--- src/rtl/ctrl_pkg.sv ---
// rtl/ctrl_pkg.sv - state encoding, opcodes, ALU op codes and mux selects for the multicycle control
package ctrl_pkg;

   typedef enum logic [3:0] {
      S_IDLE   = 4'd0,
      S_FETCH  = 4'd1,
      S_DECODE = 4'd2,
      S_EXEC_R = 4'd3,
      S_EXEC_I = 4'd4,
      S_ALUWB  = 4'd5,
      S_MEMADR = 4'd6,
      S_MEMRD  = 4'd7,
      S_MEMWB  = 4'd8,
      S_MEMWR  = 4'd9,
      S_BRANCH = 4'd10,
      S_JUMP   = 4'd11,
      S_JAL    = 4'd12,
      S_HALT   = 4'd13
   } state_t;

   localparam logic [5:0] OP_RTYPE = 6'b000000;
   localparam logic [5:0] OP_ADDI  = 6'b001000;
   localparam logic [5:0] OP_ANDI  = 6'b001100;
   localparam logic [5:0] OP_ORI   = 6'b001101;
   localparam logic [5:0] OP_XORI  = 6'b001110;
   localparam logic [5:0] OP_SLTI  = 6'b001010;
   localparam logic [5:0] OP_SLTIU = 6'b001011;
   localparam logic [5:0] OP_LUI   = 6'b001111;
   localparam logic [5:0] OP_LW    = 6'b100011;
   localparam logic [5:0] OP_SW    = 6'b101011;
   localparam logic [5:0] OP_BEQ   = 6'b000100;
   localparam logic [5:0] OP_BNE   = 6'b000101;
   localparam logic [5:0] OP_J     = 6'b000010;
   localparam logic [5:0] OP_JAL   = 6'b000011;

   localparam logic [3:0] ALU_AND  = 4'b0000;
   localparam logic [3:0] ALU_OR   = 4'b0001;
   localparam logic [3:0] ALU_ADD  = 4'b0010;
   localparam logic [3:0] ALU_XOR  = 4'b0011;
   localparam logic [3:0] ALU_NOR  = 4'b0100;
   localparam logic [3:0] ALU_SUB  = 4'b0110;
   localparam logic [3:0] ALU_SLTU = 4'b0111;
   localparam logic [3:0] ALU_SLT  = 4'b1000;
   localparam logic [3:0] ALU_LUI  = 4'b1100;

   localparam logic [1:0] REGDST_RT   = 2'b00;
   localparam logic [1:0] REGDST_RD   = 2'b01;
   localparam logic [1:0] REGDST_RA   = 2'b10;
   localparam logic [1:0] MTR_ALUOUT  = 2'b00;
   localparam logic [1:0] MTR_MDR     = 2'b01;
   localparam logic [1:0] MTR_PC      = 2'b10;
   localparam logic [1:0] SRCB_RT     = 2'b00;
   localparam logic [1:0] SRCB_FOUR   = 2'b01;
   localparam logic [1:0] SRCB_IMM    = 2'b10;
   localparam logic [1:0] SRCB_IMMSH  = 2'b11;
   localparam logic [1:0] PCSRC_ALU   = 2'b00;
   localparam logic [1:0] PCSRC_ALUOUT = 2'b01;
   localparam logic [1:0] PCSRC_JUMP  = 2'b10;

   function automatic logic [3:0] imm_alu_op(input logic [5:0] op);
      case (op)
         OP_ANDI:  return ALU_AND;
         OP_ORI:   return ALU_OR;
         OP_XORI:  return ALU_XOR;
         OP_SLTI:  return ALU_SLT;
         OP_SLTIU: return ALU_SLTU;
         OP_LUI:   return ALU_LUI;
         default:  return ALU_ADD;
      endcase
   endfunction

endpackage

--- src/rtl/ctrl_multiciclo_if.sv ---
// rtl/ctrl_multiciclo_if.sv - memory request/ready handshake between control and memory
interface ctrl_multiciclo_if;
   logic MemRead;
   logic MemWrite;
   logic IorD;
   logic MemReady;

   modport master (output MemRead, output MemWrite, output IorD, input MemReady);
   modport slave  (input MemRead, input MemWrite, input IorD, output MemReady);
endinterface

--- src/rtl/ctrl_mem_watchdog.sv ---
// rtl/ctrl_mem_watchdog.sv - counts cycles spent waiting on MemReady; sticky timeout flag
module ctrl_mem_watchdog #(
   parameter int MEM_TIMEOUT = 15
) (
   input  logic clk,
   input  logic rst_n,
   input  logic waiting,
   input  logic mem_ready,
   output logic expired,
   output logic timeout
);

   localparam int CW = (MEM_TIMEOUT < 2) ? 1 : $clog2(MEM_TIMEOUT + 1);

   logic [CW-1:0] count;

   // Leaving the wait states clears the count, so every entry starts from zero.
   always_ff @(posedge clk or negedge rst_n) begin
      if (!rst_n)
         count <= '0;
      else if (!waiting || mem_ready || MEM_TIMEOUT == 0)
         count <= '0;
      else
         count <= count + 1'b1;
   end

   generate
      if (MEM_TIMEOUT == 0) begin : g_off
         assign expired = 1'b0;
      end else begin : g_on
         assign expired = waiting && !mem_ready && (count == CW'(MEM_TIMEOUT));
      end
   endgenerate

   always_ff @(posedge clk or negedge rst_n) begin
      if (!rst_n)
         timeout <= 1'b0;
      else if (expired)
         timeout <= 1'b1;
   end

endmodule

--- src/rtl/ctrl_multiciclo.sv ---
// rtl/ctrl_multiciclo.sv - multicycle MIPS main control FSM
// CTRL_MC_TRAP_EN: undefined opcodes set IllegalOp and halt instead of executing as NOP.
module ctrl_multiciclo
   import ctrl_pkg::*;
#(
   parameter int ALUOP_W     = 4,
   parameter int MEM_TIMEOUT = 15
) (
   input  logic               clk,
   input  logic               rst_n,
   ctrl_multiciclo_if.master  mem,
   input  logic [5:0]         OPCode,
   input  logic               Zero,
   output logic               PCWrite,
   output logic               IRWrite,
   output logic [1:0]         RegDst,
   output logic [1:0]         MemtoReg,
   output logic               RegWrite,
   output logic               ALUSrcA,
   output logic [1:0]         ALUSrcB,
   output logic [1:0]         PCSrc,
   output logic               ALUTipoR,
   output logic [ALUOP_W-1:0] ALUnaoR,
   output logic               InstrDone,
   output logic               MemTimeout,
   output logic               IllegalOp,
   output logic [3:0]         State
);

   state_t     state, state_nxt;
   logic [3:0] alu_op;
   logic       in_mem, wd_expired;

   assign in_mem  = (state == S_FETCH) || (state == S_MEMRD) || (state == S_MEMWR);
   assign ALUnaoR = ALUOP_W'(alu_op);
   assign State   = state;

   ctrl_mem_watchdog #(.MEM_TIMEOUT(MEM_TIMEOUT)) u_watchdog (
      .clk       (clk),
      .rst_n     (rst_n),
      .waiting   (in_mem),
      .mem_ready (mem.MemReady),
      .expired   (wd_expired),
      .timeout   (MemTimeout)
   );

   always_ff @(posedge clk or negedge rst_n) begin
      if (!rst_n)
         state <= S_IDLE;
      else
         state <= state_nxt;
   end

`ifdef CTRL_MC_TRAP_EN
   logic illegal_q;
   // DECODE only heads to HALT for an undefined opcode.
   always_ff @(posedge clk or negedge rst_n) begin
      if (!rst_n)
         illegal_q <= 1'b0;
      else if (state == S_DECODE && state_nxt == S_HALT)
         illegal_q <= 1'b1;
   end
   assign IllegalOp = illegal_q;
`else
   assign IllegalOp = 1'b0;
`endif

   always_comb begin
      state_nxt    = state;
      PCWrite      = 1'b0;
      IRWrite      = 1'b0;
      RegDst       = REGDST_RT;
      MemtoReg     = MTR_ALUOUT;
      RegWrite     = 1'b0;
      ALUSrcA      = 1'b0;
      ALUSrcB      = SRCB_RT;
      PCSrc        = PCSRC_ALU;
      ALUTipoR     = 1'b0;
      alu_op       = 4'b0000;
      InstrDone    = 1'b0;
      mem.MemRead  = 1'b0;
      mem.MemWrite = 1'b0;
      mem.IorD     = 1'b0;
      case (state)
         S_IDLE: state_nxt = S_FETCH;
         S_FETCH: begin
            mem.MemRead = 1'b1;
            ALUSrcB     = SRCB_FOUR;
            alu_op      = ALU_ADD;
            if (mem.MemReady) begin
               IRWrite   = 1'b1;
               PCWrite   = 1'b1;
               state_nxt = S_DECODE;
            end else if (wd_expired) begin
               state_nxt = S_HALT;
            end
         end
         S_DECODE: begin
            ALUSrcB = SRCB_IMMSH;
            alu_op  = ALU_ADD;
            case (OPCode)
               OP_RTYPE: state_nxt = S_EXEC_R;
               OP_ADDI, OP_ANDI, OP_ORI, OP_XORI,
               OP_SLTI, OP_SLTIU, OP_LUI: state_nxt = S_EXEC_I;
               OP_LW, OP_SW:   state_nxt = S_MEMADR;
               OP_BEQ, OP_BNE: state_nxt = S_BRANCH;
               OP_J:           state_nxt = S_JUMP;
               OP_JAL:         state_nxt = S_JAL;
               default: begin
`ifdef CTRL_MC_TRAP_EN
                  state_nxt = S_HALT;
`else
                  InstrDone = 1'b1;
                  state_nxt = S_FETCH;
`endif
               end
            endcase
         end
         S_EXEC_R: begin
            ALUSrcA   = 1'b1;
            ALUTipoR  = 1'b1;
            state_nxt = S_ALUWB;
         end
         S_EXEC_I: begin
            ALUSrcA   = 1'b1;
            ALUSrcB   = SRCB_IMM;
            alu_op    = imm_alu_op(OPCode);
            state_nxt = S_ALUWB;
         end
         S_ALUWB: begin
            // ALU inputs stay as in EXEC so ALUOut is unaffected by the extra cycle.
            ALUSrcA   = 1'b1;
            RegWrite  = 1'b1;
            InstrDone = 1'b1;
            state_nxt = S_FETCH;
            if (OPCode == OP_RTYPE) begin
               ALUTipoR = 1'b1;
               RegDst   = REGDST_RD;
            end else begin
               ALUSrcB = SRCB_IMM;
               alu_op  = imm_alu_op(OPCode);
            end
         end
         S_MEMADR: begin
            ALUSrcA   = 1'b1;
            ALUSrcB   = SRCB_IMM;
            alu_op    = ALU_ADD;
            state_nxt = (OPCode == OP_LW) ? S_MEMRD : S_MEMWR;
         end
         S_MEMRD: begin
            mem.MemRead = 1'b1;
            mem.IorD    = 1'b1;
            if (mem.MemReady)     state_nxt = S_MEMWB;
            else if (wd_expired)  state_nxt = S_HALT;
         end
         S_MEMWB: begin
            MemtoReg  = MTR_MDR;
            RegWrite  = 1'b1;
            InstrDone = 1'b1;
            state_nxt = S_FETCH;
         end
         S_MEMWR: begin
            mem.MemWrite = 1'b1;
            mem.IorD     = 1'b1;
            if (mem.MemReady) begin
               InstrDone = 1'b1;
               state_nxt = S_FETCH;
            end else if (wd_expired) begin
               state_nxt = S_HALT;
            end
         end
         S_BRANCH: begin
            // OPCode[0] distinguishes bne from beq.
            ALUSrcA   = 1'b1;
            alu_op    = ALU_SUB;
            PCSrc     = PCSRC_ALUOUT;
            PCWrite   = Zero ^ OPCode[0];
            InstrDone = 1'b1;
            state_nxt = S_FETCH;
         end
         S_JUMP, S_JAL: begin
            PCSrc     = PCSRC_JUMP;
            PCWrite   = 1'b1;
            InstrDone = 1'b1;
            state_nxt = S_FETCH;
            if (state == S_JAL) begin
               RegWrite = 1'b1;
               RegDst   = REGDST_RA;
               MemtoReg = MTR_PC;
            end
         end
         S_HALT:  state_nxt = S_HALT;
         default: state_nxt = S_IDLE;
      endcase
   end

endmodule

--- src/flat_wrapper.sv ---
// flat-port wrapper written by rule: the top's interface ports become plain ports
module ctrl_multiciclo_flat import ctrl_pkg::*;
#(
   parameter int ALUOP_W     = 4,
   parameter int MEM_TIMEOUT = 15
)
  (clk, rst_n, OPCode, Zero, PCWrite, IRWrite, RegDst, MemtoReg, RegWrite, ALUSrcA, ALUSrcB, PCSrc, ALUTipoR, ALUnaoR, InstrDone, MemTimeout, IllegalOp, State, mem_MemRead, mem_MemWrite, mem_IorD, mem_MemReady);
  ctrl_multiciclo_if mem_i ();
  input  logic clk;
  input  logic rst_n;
  input  logic [5:0] OPCode;
  input  logic Zero;
  output logic PCWrite;
  output logic IRWrite;
  output logic [1:0] RegDst;
  output logic [1:0] MemtoReg;
  output logic RegWrite;
  output logic ALUSrcA;
  output logic [1:0] ALUSrcB;
  output logic [1:0] PCSrc;
  output logic ALUTipoR;
  output logic [ALUOP_W-1:0] ALUnaoR;
  output logic InstrDone;
  output logic MemTimeout;
  output logic IllegalOp;
  output logic [3:0] State;
  output wire logic [$bits(mem_i.MemRead)-1:0] mem_MemRead;
  output wire logic [$bits(mem_i.MemWrite)-1:0] mem_MemWrite;
  output wire logic [$bits(mem_i.IorD)-1:0] mem_IorD;
  input wire logic [$bits(mem_i.MemReady)-1:0] mem_MemReady;
  assign mem_MemRead = mem_i.MemRead;
  assign mem_MemWrite = mem_i.MemWrite;
  assign mem_IorD = mem_i.IorD;
  assign mem_i.MemReady = mem_MemReady;
  ctrl_multiciclo #(.ALUOP_W(ALUOP_W), .MEM_TIMEOUT(MEM_TIMEOUT)) u_core (.clk(clk), .rst_n(rst_n), .mem(mem_i), .OPCode(OPCode), .Zero(Zero), .PCWrite(PCWrite), .IRWrite(IRWrite), .RegDst(RegDst), .MemtoReg(MemtoReg), .RegWrite(RegWrite), .ALUSrcA(ALUSrcA), .ALUSrcB(ALUSrcB), .PCSrc(PCSrc), .ALUTipoR(ALUTipoR), .ALUnaoR(ALUnaoR), .InstrDone(InstrDone), .MemTimeout(MemTimeout), .IllegalOp(IllegalOp), .State(State));
endmodule
--- config.mk ---
export PLATFORM = sky130hd
export DESIGN_NAME = ctrl_multiciclo_flat
export DESIGN_NICKNAME = d
export VERILOG_FILES = /design/src/rtl/ctrl_pkg.sv /design/src/rtl/ctrl_multiciclo_if.sv /design/src/rtl/ctrl_mem_watchdog.sv /design/src/rtl/ctrl_multiciclo.sv /design/src/flat_wrapper.sv
export SDC_FILE = /design/constraint.sdc
export NUM_CORES = 1
export LEC_CHECK = 0
export ABC_AREA = 1
export BUFFER_PORTS_ARGS = -buffer_cell sky130_fd_sc_hd__buf_4
export CAP_MARGIN = 20
export CORE_ASPECT_RATIO = 0.75
export CORE_MARGIN = 2
export CORE_UTILIZATION = 45
export CTS_CLUSTER_SIZE = 30
export DETAILED_ROUTE_END_ITERATION = 12
export GPL_TIMING_DRIVEN = 0
export HOLD_SLACK_MARGIN = 0.15
export PLACE_DENSITY = 0.74
export SLEW_MARGIN = 20
export SYNTH_ARGS = -nofsm -noshare
export SYNTH_HDL_FRONTEND = slang
export SYNTH_HIERARCHICAL = 1
export SYNTH_SLANG_ARGS = --single-unit
--- constraint.sdc ---
create_clock -name clk -period 2 [get_ports clk]
set_input_delay 0.3 -clock clk [delete_from_list [all_inputs] [get_ports clk]]
set_output_delay 0.3 -clock clk [all_outputs]
set_load 0.01 [all_outputs]
; After elaboration in Yosys (flattened, before gate mapping)
; Index checks and enable logic that the tools add are counted.
[totals]
out_inout_bits = 27
register_bits = 9
[op_classes]
n_mux = 31
eq_ne = 27
reduce_logical = 23
add_sub_neg = 1
n_bitwise = 1
[ops]
columns = cell, count
row1 = 4-bit one-hot mux with 6 select lines, 2
row2 = 6-bit by 4-bit equality test with 1-bit output (second input constant), 7
row3 = 4-bit one-hot mux with 8 select lines, 1
row4 = 4-bit equality test (second input constant), 7
row5 = 4-bit two-way mux, 7
row6 = 4-bit by 3-bit equality test with 1-bit output (second input constant), 4
row7 = 4-bit one-hot mux with 4 select lines, 1
row8 = 2-bit OR reduction, 8
row9 = 14-bit OR reduction, 1
row10 = 6-bit by 2-bit equality test with 1-bit output (second input constant), 2
row11 = 6-bit by 3-bit equality test with 1-bit output (second input constant), 2
row12 = 6-bit equality test (second input constant), 2
row13 = 2-bit one-hot mux with 2 select lines, 3
row14 = 1-bit two-way mux, 10
row15 = 5-bit OR reduction, 2
row16 = 4-bit by 2-bit equality test with 1-bit output (second input constant), 2
row17 = 2-bit one-hot mux with 4 select lines, 1
row18 = 7-bit OR reduction, 1
row19 = 6-bit zero test, 1
row20 = 1-bit one-hot mux with 3 select lines, 2
row21 = 6-bit OR reduction, 1
row22 = 4-bit by 1-bit adder with 4-bit output (second input constant), 1
row23 = 4-bit by 1-bit equality test with 1-bit output (second input constant), 1
row24 = 4-bit zero test, 1
row25 = other kinds (7), 13

; Longest topological paths before layout
[depth]
depth_word = 8
depth_mapped = 13
ltp_nobuf = 13

; Modules after synthesis
; The synthesis kept the hierarchy.
[modules_own_cells]
columns = module, instances, seq_area_each_um2, area_per_inst_um2, cells_per_inst
row1 = ctrl_multiciclo, 1, 100.1, 800.8, 149
row2 = ctrl_mem_watchdog, 1, 125.1, 212.7, 23

; Worst setup path after synthesis
; OpenSTA, ideal clock, no wires.
[synth_path]
path_type = flip-flop to flip-flop
start = register u_core.state[2] (netlist: u_core/State[2])
end = register u_core.state[2] (netlist: u_core/State[2])
path_slack_ps = 313
stages_incl_launch_ff = 12
t_required_ps = 1929
period_less_slack_ps = 1687
t_arrival_ps = 1616
path_cell_list = dfrtp_1 -> inv_2 -> nand2_4 -> nor2_1 -> nor2_2 -> nand2_1 -> nand2_1 -> nor2_1 -> inv_1 -> a21oi_1 -> nand2_1 -> nand4_1
[synth_via]
elab_chain_len = 8
[synth_rtl]
columns = item, line
row1 = "start, declared", ctrl_multiciclo.sv:30  ; state_t state, state_nxt;
row2 = "start signal, assigned", ctrl_multiciclo.sv:51  ; state <= state_nxt;
row3 = 4-bit by 1-bit equality test with 1-bit output / 4-bit by 3-bit equality test with 1-bit output (equally long branches), ctrl_multiciclo.sv:34  ; assign in_mem = (state == S_FETCH) || (state == S_MEMRD) || (state == S_MEMWR);
row4 = 1-bit logical OR, ctrl_multiciclo.sv:34
row5 = 1-bit logical OR *, ctrl_multiciclo.sv:34
row6 = named net u_core.in_mem, ctrl_multiciclo.sv:32  ; logic in_mem, wd_expired;
row7 = 1-bit logical AND * (2 in series), ctrl_mem_watchdog.sv:31  ; assign expired = waiting && !mem_ready && (count == CW'(MEM_TIMEOUT));
row8 = named net u_core.wd_expired, ctrl_multiciclo.sv:32
row9 = 4-bit two-way mux *, n/a
row10 = 4-bit two-way mux (on tied branches), n/a
row11 = 4-bit one-hot mux with 8 select lines *, ctrl_multiciclo.sv:84  ; case (state)
row12 = named net u_core.state_nxt[2], ctrl_multiciclo.sv:30
; The timed path passes the listed nets; every way through them passes the cells marked *.
; A chain may end at the register's enable or synchronous reset.

; Worst setup path after layout
[layout_path]
start = register u_core.state[3] (netlist: u_core/State[3])
end = output port ALUnaoR[0]
[layout_via]
elab_chain_len = 3
[layout_rtl]
columns = item, line
row1 = 4-bit by 3-bit equality test with 1-bit output (tied with other cells), ctrl_multiciclo.sv:84
row2 = 3-bit OR reduction (no line), n/a
row3 = 4-bit one-hot mux with 4 select lines *, ctrl_multiciclo.sv:84
row4 = "end, declared", flat_wrapper.sv:22  ; output logic [ALUOP_W-1:0] ALUnaoR;
; Every way passes the cells marked *; elsewhere a longest branch is shown, timed or not.

==> flow_summary.rst <==
.. list-table::
   :header-rows: 1

   * - Metric
     - Value
   * - End point of the critical path
     - ALUnaoR[0]
   * - Filler Cells Inserted
     - 202
   * - Synth area leaders
     - dfrtp_1 (22%), nand2_1 (14%), nor2_1 (12%), inv_1 (11%), nand3_1 (6.4%)
   * - Total wirelength of the detailed-routed design
     - 2.91 mm
   * - LEAKAGE
     - 0.820 nW
   * - R2r worst-path depth
     - 11
   * - Top-Level Pins
     - 37
   * - Number of global-route vias before repair
     - 1064
   * - Number of buffers created by CTS
     - 3
   * - Synthesized area per cell
     - 5.89 um^2
   * - Clk_lat worst skew
     - 0.26 ns
   * - Final Setup Violations
     - 0
   * - Worst Setup Start Kind
     - flip-flop
   * - Initial cell density of the core
     - 0.490
   * - Sequential cell fraction of total power
     - 0.209
   * - Most instantiated flip-flop cell in the synthesis netlist
     - dfrtp_1
   * - Launch point of the critical path
     - u_core/State[3]
   * - Reg2reg start
     - u_core/State[2]
   * - HPWL after detailed placement
     - 2.39 mm
   * - Setup repair after global routing missed its margin
     - no
   * - Aggregate global-route resource usage
     - 0.229
   * - Worst-case vdd ir drop
     - 0.461 mV
   * - Synthesized Nets
     - 183
   * - Violations in the final reports
     - DRC
   * - Worst clock skew
     - 0.00151 ns
   * - Period minus WS final
     - 1.89 ns
   * - Routability congestion estimate from global placement
     - 0.868
   * - Crit-path max FO
     - 6
   * - DRC Markers
     - 3
   * - Layout net count
     - 226
   * - Proportion of synthesized flip-flops having asynchronous set or reset
     - 1.00
   * - Total count of max-transition violations in the final report
     - 0
   * - Total power of the final layout
     - 0.00155 W
   * - Area of the multi-input gates
     - 663 um^2
   * - Hold Fails Final Rpt
     - 0
   * - Clock transition at the register clock pins on the worst setup and hold paths after CTS
     - 0.06 ns
   * - Fraction of power consumed by combinational cells
     - 0.702
   * - Share of final-layout standard cells stronger than drive strength 1
     - 0.341
   * - Library cell with the largest summed area after synthesis
     - dfrtp_1
   * - Die extent in y
     - 45.1 um
   * - Part of the total power dissipated in the clock network
     - 0.089
   * - Number of standard cells after synthesis
     - 172
   * - Floorplan die area
     - 0.00265 mm^2
   * - Portion of the clock cycle consumed by the worst path in the final layout
     - 0.943
   * - Number of antenna violations at the first check in global routing
     - 0
   * - Drt via density
     - 5.21
   * - Areal power density over the cells
     - 1120 mW/mm^2
   * - Arr. time, crit path
     - 1.59 ns
   * - Deepest level of the CTS H-tree
     - 1
   * - Antenna viol nets, final
     - 0
   * - # Max-Cap Violations
     - 0
   * - Achievable frequency
     - 0.530 GHz
   * - Count of different cell masters after synthesis
     - 27
   * - Clock root buffer master
     - clkbuf_4
   * - CP endpoint kind
     - output pin
   * - DRT iter0 DRCs
     - 99
   * - Flops & latches, synth
     - 9
   * - First-pass GRT wire length
     - 4.62 mm
   * - NetSw
     - 0.000772 W
   * - Overall die width
     - 58.8 um
   * - Total internal power
     - 0.000777 W
   * - CP Data Required Time
     - 1.70 ns
   * - Total number of vias
     - 1241
   * - TritonCTS Sinks
     - 9
   * - Fin area
     - 0.00138 mm^2
   * - Standard cell core area
     - 0.00207 mm^2
   * - Fin Setup TNS
     - 0 ns
   * - Outcome
     - finished with violations
   * - Number of warning messages in the yosys log
     - 6
   * - Worst Hold Class
     - in2reg
   * - Cell Rows
     - 14
   * - Register cell area after layout
     - 229 um^2
   * - Portion of the post-synthesis area used by sequential elements
     - 0.222
   * - Register-to-register setup slack
     - 0.21 ns
   * - Mean routed wirelength per cell
     - 12.2 um
   * - Pin count of the biggest net entering global routing
     - 10
   * - Number of port buffers
     - 35
   * - Post-synth EDFFs
     - 0
   * - Area delta synth->final
     - 36.0%
   * - Inserted Diodes
     - 0
   * - Total congestion overflow
     - 0
   * - End of the worst register-to-register path
     - u_core/State[2]
   * - Clock tree from TritonCTS
     - done
   * - Buffers from clock root to sink, at most
     - 2
   * - Length of the first detailed-routing pass in iterations
     - 9
   * - Switching part of the total power
     - 0.498
   * - Critical path class
     - reg2out
   * - Area after detailed placement
     - 0.00131 mm^2
   * - Share of Yosys cell area claimed by the top area cell type
     - 0.222
   * - Netlist area before placement
     - 0.00101 mm^2
-- final cells by class --
class                      count  area share
tap                           24      0.0218
multi-input combinational    127       0.481
inverter                      34      0.0926
sequential                     9       0.166
timing repair buffer          38       0.209
clock buffer                   4      0.0191
buffer                         2      0.0109
-- sequential cells by signal (all words and copies together), names as in the netlist --
name,flops
u_core/State,4
u_core/u_watchdog/count,4
u_core/u_watchdog/timeout,1
-- critical path, cell delays in order (launching register included) --
cell and delay [ns]:
dfrtp_2 0.46, inv_2 0.08, nand2_4 0.09, inv_2 0.05, nand2_1 0.07, a21boi_2 0.23, o21bai_1 0.14, inv_1 0.06
buf_4 0.14
-- synth_stat cells (3+ instances only) --
| library cell | number |
|---|---|
| inv_2 | 5 |
| dfrtp_1 | 9 |
| a21oi_1 | 3 |
| o21ai_0 | 7 |
| nor2_1 | 33 |
| nand4_1 | 6 |
| nand2_1 | 38 |
| inv_1 | 29 |
| nand3_1 | 13 |
| nor2_2 | 3 |
| nor3_1 | 3 |
| nor2_4 | 3 |
-- cells by family (layout without fill, tap and decap cells) --
logic type      count (synthesis)  in the layout  share of synthesized area
fa+ha+maj                       1              1                     0.0123
buf+inv                        36             78                      0.141
flops                           9              9                      0.222
simple gates                  105            105                      0.485
xor+xnor                        2              2                     0.0173
other cells                     1              1                    0.00370
compound gates                 18             18                      0.119
-- how the worst min path moves through the flow --
stage | slack [ns] | startpoint | cells after the start | endpoint
final | 0.39 | OPCode[3] | 3 | u_core/State[3]
after global routing | 0.39 | mem_MemReady | 4 | u_core/State[2]
after CTS | 0.37 | mem_MemReady | 4 | u_core/State[2]
after detailed placement | 0.13 | rst_n | 1 | u_core/State[2]
after global placement | 0.13 | rst_n | 1 | u_core/u_watchdog/timeout
after floorplan | 0.004 | rst_n | 0 | u_core/State[0]
-- per-layer routing --
| metal | GRT usage | vias up | wire, um |
|---|---|---|---|
| li1 | - | 626 | - |
| met1 | 0.337 | 539 | 1290 |
| met2 | 0.333 | 72 | 1300 |
| met3 | 0.0688 | 4 | 290 |
| met4 | 0.0455 | 0 | 27 |
| met5 | 0 | - | 0 |
-- repair_timing --
action                                  in CTS  in global routing
endpoints found under the setup margin       0                 10
resized for setup                            0                 13
setup buffers                                0                  2
hold buffers                                 1                  0
hold endpoints to repair                     9                  0
-- stage by stage --
| stage | instances | util | hold WS (ns) | worst slack (ns) |
|---|---|---|---|---|
| floorplan | 172 | - | 0.00441 | 0.313 |
| global route | 238 | 0.667 | 0.393 | 0.0130 |
| CTS | 236 | 0.650 | 0.373 | 0.0194 |
| global placement | 231 | 0.632 | 0.125 | 0.231 |
| detailed placement | 231 | 0.632 | 0.128 | 0.174 |
| finish | 238 | 0.667 | 0.391 | 0.114 |
-- placed cells by master, fill, tap and decap left out, drive strengths merged --
| master | count |
|---|---|
| nand4 | 6 |
| o21ai | 8 |
| conb | 1 |
| nand2 | 41 |
| nor2 | 39 |
| o22ai | 1 |
| nand3 | 15 |
| dlygate4sd3 | 1 |
| buf | 39 |
| inv | 34 |
| nor3 | 3 |
| and2 | 1 |
| xnor2 | 2 |
| dfrtp | 9 |
| a21oi | 4 |
| o221ai | 1 |
| clkbuf | 4 |
| o211ai | 1 |
| ha | 1 |
| o21bai | 2 |
| a21boi | 1 |
-- power by group through the flow --
stage / logic (W) / registers, W / clock network [W]
after floorplan: 0.000591 / 0.000311 / 0
after global placement: 0.00101 / 0.000310 / 0
after detailed placement: 0.00102 / 0.000310 / 0
after CTS: 0.00102 / 0.000307 / 0.000151
after global routing: 0.00119 / 0.000333 / 0.000158
final: 0.00109 / 0.000324 / 0.000138
Power figures use the tool's default switching activity.
